--- src/rtl/mem_arbiter_pkg.sv ---
// rtl/mem_arbiter_pkg.sv - shared types for the unified-memory arbiter
package mem_arbiter_pkg;

  typedef enum logic [1:0] {IDLE, ACCESS, RESP} arb_state_t;
  typedef enum logic {OWN_IF, OWN_D} owner_t;

  // Bits needed to hold values 0..n-1, never less than one.
  function automatic int cnt_w(input int n);
    return (n < 2) ? 1 : $clog2(n);
  endfunction

endpackage

--- src/rtl/mem_arb_starve.sv ---
// rtl/mem_arb_starve.sv - data-first priority pick with a saturating fetch starvation guard
module mem_arb_starve
  import mem_arbiter_pkg::*;
#(
  parameter int STARVE_MAX = 4
) (
  input  logic clk,
  input  logic rst,
  input  logic if_req,
  input  logic d_req,
  input  logic grant_enable,
  output logic if_win,
  output logic d_win
);

  localparam int SW = cnt_w(STARVE_MAX + 1);

  logic [SW-1:0] starve_q, starve_d;
  logic          if_forced;

  always_comb begin
    if_forced = (starve_q == SW'(STARVE_MAX));
    d_win     = grant_enable && d_req && !(if_req && if_forced);
    if_win    = grant_enable && if_req && !d_win;
    starve_d  = starve_q;
    // D can only beat a pending fetch below the limit, so this never overflows.
    if (d_win && if_req) begin
      starve_d = starve_q + SW'(1);
    end else if (if_win || !if_req) begin
      starve_d = '0;
    end
  end

  always_ff @(posedge clk or negedge rst) begin
    if (!rst) begin
      starve_q <= '0;
    end else begin
      starve_q <= starve_d;
    end
  end

endmodule

--- src/rtl/mem_arbiter.sv ---
// rtl/mem_arbiter.sv - serialises fetch and load/store traffic onto one single-port memory
module mem_arbiter
  import mem_arbiter_pkg::*;
#(
  parameter int ADDR_W      = 32,
  parameter int DATA_W      = 32,
  parameter int MEM_LATENCY = 1,
  parameter int STARVE_MAX  = 4
) (
  input  logic              clk,
  input  logic              rst,
  input  logic              if_req,
  input  logic [ADDR_W-1:0] if_addr,
  output logic              if_gnt,
  output logic              if_rvalid,
  output logic [DATA_W-1:0] if_rdata,
  input  logic              d_req,
  input  logic              d_we,
  input  logic [ADDR_W-1:0] d_addr,
  input  logic [DATA_W-1:0] d_wdata,
  output logic              d_gnt,
  output logic              d_rvalid,
  output logic [DATA_W-1:0] d_rdata,
  output logic [ADDR_W-1:0] mem_addr,
  output logic              mem_we,
  output logic [DATA_W-1:0] mem_wdata,
  input  logic [DATA_W-1:0] mem_rdata,
  output logic              busy
);

  localparam int LW = cnt_w(MEM_LATENCY);

  arb_state_t        state_q, state_d;
  owner_t            owner_q, owner_d;
  logic [LW-1:0]     lat_q, lat_d;
  logic [ADDR_W-1:0] addr_q, addr_d;
  logic              we_q, we_d;
  logic [DATA_W-1:0] wdata_q, wdata_d;
  logic [DATA_W-1:0] resp_q, resp_d;
  logic              grant_enable, if_win, d_win;

  // Grants are held off during reset so every output is quiet while rst is low.
  assign grant_enable = rst && (state_q != ACCESS);

  mem_arb_starve #(.STARVE_MAX(STARVE_MAX)) u_starve (
    .clk          (clk),
    .rst          (rst),
    .if_req       (if_req),
    .d_req        (d_req),
    .grant_enable (grant_enable),
    .if_win       (if_win),
    .d_win        (d_win)
  );

  always_comb begin
    state_d   = state_q;
    owner_d   = owner_q;
    lat_d     = lat_q;
    addr_d    = addr_q;
    we_d      = we_q;
    wdata_d   = wdata_q;
    resp_d    = resp_q;
    if_gnt    = if_win;
    d_gnt     = d_win;
    busy      = 1'b0;
    mem_addr  = '0;
    mem_we    = 1'b0;
    mem_wdata = '0;
    if_rvalid = 1'b0;
    d_rvalid  = 1'b0;
    if_rdata  = '0;
    d_rdata   = '0;

    case (state_q)
      IDLE: begin
      end
      ACCESS: begin
        busy      = 1'b1;
        mem_addr  = addr_q;
        mem_we    = we_q && (lat_q == '0);
        mem_wdata = wdata_q;
        if (lat_q == LW'(MEM_LATENCY - 1)) begin
          resp_d  = we_q ? '0 : mem_rdata;
          lat_d   = '0;
          state_d = RESP;
        end else begin
          lat_d = lat_q + LW'(1);
        end
      end
      RESP: begin
        if (owner_q == OWN_IF) begin
          if_rvalid = 1'b1;
          if_rdata  = resp_q;
        end else begin
          d_rvalid = 1'b1;
          d_rdata  = resp_q;
        end
        state_d = IDLE;
      end
      default: state_d = IDLE;
    endcase

    // A grant can only fire in IDLE or RESP, so it overrides the fall-back above.
    if (if_win || d_win) begin
      owner_d = d_win ? OWN_D : OWN_IF;
      addr_d  = d_win ? d_addr : if_addr;
      we_d    = d_win && d_we;
      wdata_d = d_win ? d_wdata : '0;
      lat_d   = '0;
      state_d = ACCESS;
    end
  end

  always_ff @(posedge clk or negedge rst) begin
    if (!rst) begin
      state_q <= IDLE;
      owner_q <= OWN_IF;
      lat_q   <= '0;
      addr_q  <= '0;
      we_q    <= 1'b0;
      wdata_q <= '0;
      resp_q  <= '0;
    end else begin
      state_q <= state_d;
      owner_q <= owner_d;
      lat_q   <= lat_d;
      addr_q  <= addr_d;
      we_q    <= we_d;
      wdata_q <= wdata_d;
      resp_q  <= resp_d;
    end
  end

endmodule

--- config.mk ---
export PLATFORM = sky130hd
export DESIGN_NAME = mem_arbiter
export DESIGN_NICKNAME = d
export VERILOG_FILES = /design/src/rtl/mem_arbiter_pkg.sv /design/src/rtl/mem_arb_starve.sv /design/src/rtl/mem_arbiter.sv
export SDC_FILE = /design/constraint.sdc
export NUM_CORES = 1
export LEC_CHECK = 0
export BUFFER_PORTS_ARGS = -buffer_cell sky130_fd_sc_hd__clkbuf_2
export CAP_MARGIN = 10
export CORE_ASPECT_RATIO = 1.2
export CORE_MARGIN = 2
export CORE_UTILIZATION = 51
export DETAILED_ROUTE_END_ITERATION = 10
export PLACE_DENSITY = 0.87
export SETUP_SLACK_MARGIN = 0.2
export SYNTH_ARGS = -nofsm -noshare
export SYNTH_HDL_FRONTEND = slang
export SYNTH_HIERARCHICAL = 1
export SYNTH_SLANG_ARGS = --single-unit
--- constraint.sdc ---
create_clock -name clk -period 5.1 [get_ports clk]
set_input_delay 0.51 -clock clk [delete_from_list [all_inputs] [get_ports clk]]
set_output_delay 0.51 -clock clk [all_outputs]
set_load 0.02 [all_outputs]
==> Flow_metrics.wiki <==
{| class="wikitable"
! Metric !! Value
|-
| Number of warnings reported in the yosys synthesis log || 6
|-
| Total congestion overflow || 0
|-
| Core area || 10600 um^2
|-
| Chip Height || ~120 um
|-
| Count of TritonRoute iterations in the first routing pass || 4
|-
| Classification of the worst setup path || reg2out
|-
| Die width || roughly 99 um
|-
| Number of setup violations in the final report || 0
|-
| Number of hold violations in the final report || 0
|-
| Leading post-synthesis cells by cell area || sky130_fd_sc_hd__dfrtp_1 46%, sky130_fd_sc_hd__and2_1 14%, sky130_fd_sc_hd__o21ai_0 5.8%
|-
| Result of the run || finished clean
|-
| DR vias || around 4.8k
|-
| Share of post-route cells with drive strength above 1 || 0.392
|-
| Gpl congestion || around 0.86
|-
| Shortest period the worst path allows || 3220 ps
|-
| Top library cells by usage in the layout, fill and taps aside || 265 x sky130_fd_sc_hd__clkbuf_2, 127 x sky130_fd_sc_hd__and2_1, 103 x sky130_fd_sc_hd__dfrtp_1, 70 x sky130_fd_sc_hd__nand2_1, 65 x sky130_fd_sc_hd__o21ai_0
|-
| Antenna Cells || 0
|-
| Sequential cell area fraction in the yosys report || 0.462
|-
| I/O Buffers || around 270
|-
| Area of the mapped netlist || 5580 um^2
|-
| CTS resizes || 0
|-
| Largest driver fanout on the critical path || 75
|-
| Relative slew slack || 0.385
|-
| Proportion of netlist area held by the largest area contributor || 0.462
|-
| Routing usage on met2 || 0.415
|-
| Remaining design rule violation count || 0
|-
| Max-slew violation total from the final report || 0
|-
| Avg Synthesized Cell Area || between 9 and 10 um^2
|-
| Overall track demand over capacity in global routing || 0.239
|-
| Arrival time of data at the critical path endpoint || 2710 ps
|-
| Clock insertion delay at the later pin of the skew report || ~340 ps
|-
| Clock edge transition at the registers on the reported setup and hold paths || ~70 ps
|-
| Dominant synthesized flop cell || sky130_fd_sc_hd__dfrtp_1
|-
| Share of the clock period used by the worst path || 0.632
|-
| Avg WL per Cell || between 15 and 20 um
|-
| Antenna-violating nets left || 0
|-
| CP Capture Type || output pin
|-
| Area of the die || 11800 um^2
|-
| First-pass GRT wire length || 22700 um
|-
| Met1 routing resource usage after global routing || 0.284
|-
| Worst Max-Slew Pin Slew || between 900 and 1000 ps
|-
| #FFs+latches synth || 103
|-
| Via count of the first global-routing pass || around 4.8k
|-
| Leak || 3.73 nW
|-
| Tot Pwr || ~2.4 mW
|-
| Worst R2R Path Depth || 8
|-
| Worst-case hold slack || 179 ps
|-
| Count of hold-fix buffers inserted at cts || 0
|-
| Largest voltage drop on the vdd net || around 0.20 mV
|-
| Total of max-cap violations || 0
|-
| Floorplan row count || 41
|-
| Vias per inst || approximately 5.1
|-
| Cell taking the most area after synthesis || sky130_fd_sc_hd__dfrtp_1
|-
| Number of antenna violations at the first check in global routing || 0
|-
| Reg2reg start || state_q[0]
|-
| Sum of net half-perimeters after detailed placement || ~11000 um
|-
| Unrepaired setup endpoints after global routing || no
|-
| CTS tree || built
|-
| DP Worst Slack || 1790 ps
|-
| Fill cell instance count of the final layout || about 810
|-
| Count of boundary I/O pins || about 270
|-
| Effective utilization at floorplan || 0.528
|-
| Maximum level of the CTS H-tree || 3
|-
| Utilization of the core after routing || 0.684
|-
| Element type at the critical path start || flop
|-
| Timing-limited maximum frequency || approximately 310 MHz
|-
| Final net count || about 940
|-
| Endpoint of the worst register-to-register path || addr_q[22]
|-
| Net count after synthesis || about 700
|-
| Path category of the worst min-delay check || in2async
|-
| GR Layer Usage met3 || 0.0467
|-
| Cells after synthesis || approximately 560
|-
| FF-to-FF setup slack || 2110 ps
|-
| Maximum buffer depth of the clock tree || 2
|-
| Most Crowded Layer GR || met2
|-
| Worst clock skew on the final layout || between 6 and 7 ps
|-
| Data required time of the worst path || around 4600 ps
|-
| Number of buffers created by CTS || 9
|-
| Number of flops mapped to enable cells by yosys || 0
|-
| Final Routed Wirelength || between 10000 and 15000 um
|-
| Clock Sinks || between 100 and 150
|-
| Post-CTS Repair Setup Buffers || 0
|-
| Pwr per Cell Area || ~330 nW/um^2
|-
| Distinct cell type count of the synthesized netlist || 34
|-
| PnR worst setup slack || 1880 ps
|-
| Maximum number of pins on one net before global-route repair || 76
|-
| Setup tns final || 0 ps
|-
| Most common library cell in the layout ignoring fill and taps || sky130_fd_sc_hd__clkbuf_2
|-
| Initial DRC count || 160
|-
| Async set-reset flop share out of synthesis || 1.00
|-
| Area growth from synthesis to final layout || 29.6%
|-
| Root Buffer || sky130_fd_sc_hd__clkbuf_16
|}
==> worst max-delay path: stages, from the launching register on <==
cell	delay [ps]
sky130_fd_sc_hd__dfrtp_1	420
sky130_fd_sc_hd__nor2b_4	140
sky130_fd_sc_hd__buf_4	260
sky130_fd_sc_hd__nor2b_1	360
sky130_fd_sc_hd__nand2_1	200
sky130_fd_sc_hd__a31oi_4	190
sky130_fd_sc_hd__buf_4	520
sky130_fd_sc_hd__clkbuf_2	270
==> Yosys cell counts, types with 2 or more instances <==
library cell               instances
sky130_fd_sc_hd__and2_1          127
sky130_fd_sc_hd__dfrtp_1         103
sky130_fd_sc_hd__nand2_1          70
sky130_fd_sc_hd__o21ai_0          65
sky130_fd_sc_hd__mux2i_1          32
sky130_fd_sc_hd__nand2b_1         32
sky130_fd_sc_hd__and2b_1          23
sky130_fd_sc_hd__mux2_4           20
sky130_fd_sc_hd__clkbuf_1         16
sky130_fd_sc_hd__buf_2            10
sky130_fd_sc_hd__mux2_1           10
sky130_fd_sc_hd__nor2b_1          10
sky130_fd_sc_hd__buf_6             6
sky130_fd_sc_hd__clkbuf_2          6
sky130_fd_sc_hd__inv_1             5
sky130_fd_sc_hd__buf_4             3
sky130_fd_sc_hd__nor3b_2           3
sky130_fd_sc_hd__ha_1              2
sky130_fd_sc_hd__mux2_2            2
sky130_fd_sc_hd__nor3b_1           2
==> stage by stage <==
stage          instance area, um^2  instances
6_report                      7230        938
5_1_grt                       7230        938
4_1_cts                       7230        938
3_5_place_dp                  6920        922
3_3_place_gp                  6920        922
2_1_floorplan                 5580        561
==> final cells by class <==
type | instances | area (um^2) | share of cell area
clock inverter | 4 | 52.6 | 0.00727
tap | 129 | 161 | 0.0223
inverter | 5 | 18.8 | 0.00260
sequential | 103 | 2580 | 0.357
multi-input combinational | 412 | 2780 | 0.384
timing repair buffer | 273 | 1390 | 0.192
clock buffer | 12 | 256 | 0.0355
==> metal layers <==
metal / share of wire / vias to the layer above / wire length [um]
met5: 0 / - / 0
met4: 0.031 / 0 / 439
met3: 0.073 / 31 / 1040
met2: 0.50 / 218 / 7150
met1: 0.39 / 2231 / 5610
li1: - / 2289 / -
==> worst max-delay path by stage <==
stage / endpoint / startpoint / cells past startpoint
after floorplan: wdata_q[10] / state_q[0] / 11
after global placement: addr_q[14] / rst / 7
after detailed placement: addr_q[22] / rst / 7
after CTS: d_gnt / state_q[0] / 7
after global routing: d_gnt / state_q[0] / 7
final: d_gnt / state_q[0] / 7
==> power breakdown <==
group	leakage (nW)	total [mW]	internal (mW)	switching [mW]
clock	0.153	0.708	0.410	0.299
sequential	1.29	1.12	0.995	0.121
combinational	2.29	0.586	0.285	0.301
total	3.73	2.41	1.69	0.720
==> kinds of logic (layout without fill, tap and decap cells) <==
logic type	after synthesis	after routing	synth area share
and+or+nand+nor	274	274	0.287
DFF	103	103	0.462
AOI/OAI and AO/OA	72	72	0.0666
muxes	64	64	0.136
buffers and inverters	46	294	0.0446
adders and majority gates	2	2	0.00449
==> sequential cells by signal, summed over array words and instances (netlist names) <==
signal / flops
u_starve/starve_q: 3
wdata_q: 32
resp_q: 32
addr_q: 32
we_q: 1
owner_q: 1
state_q: 2
(Power assumes the default switching activity.)
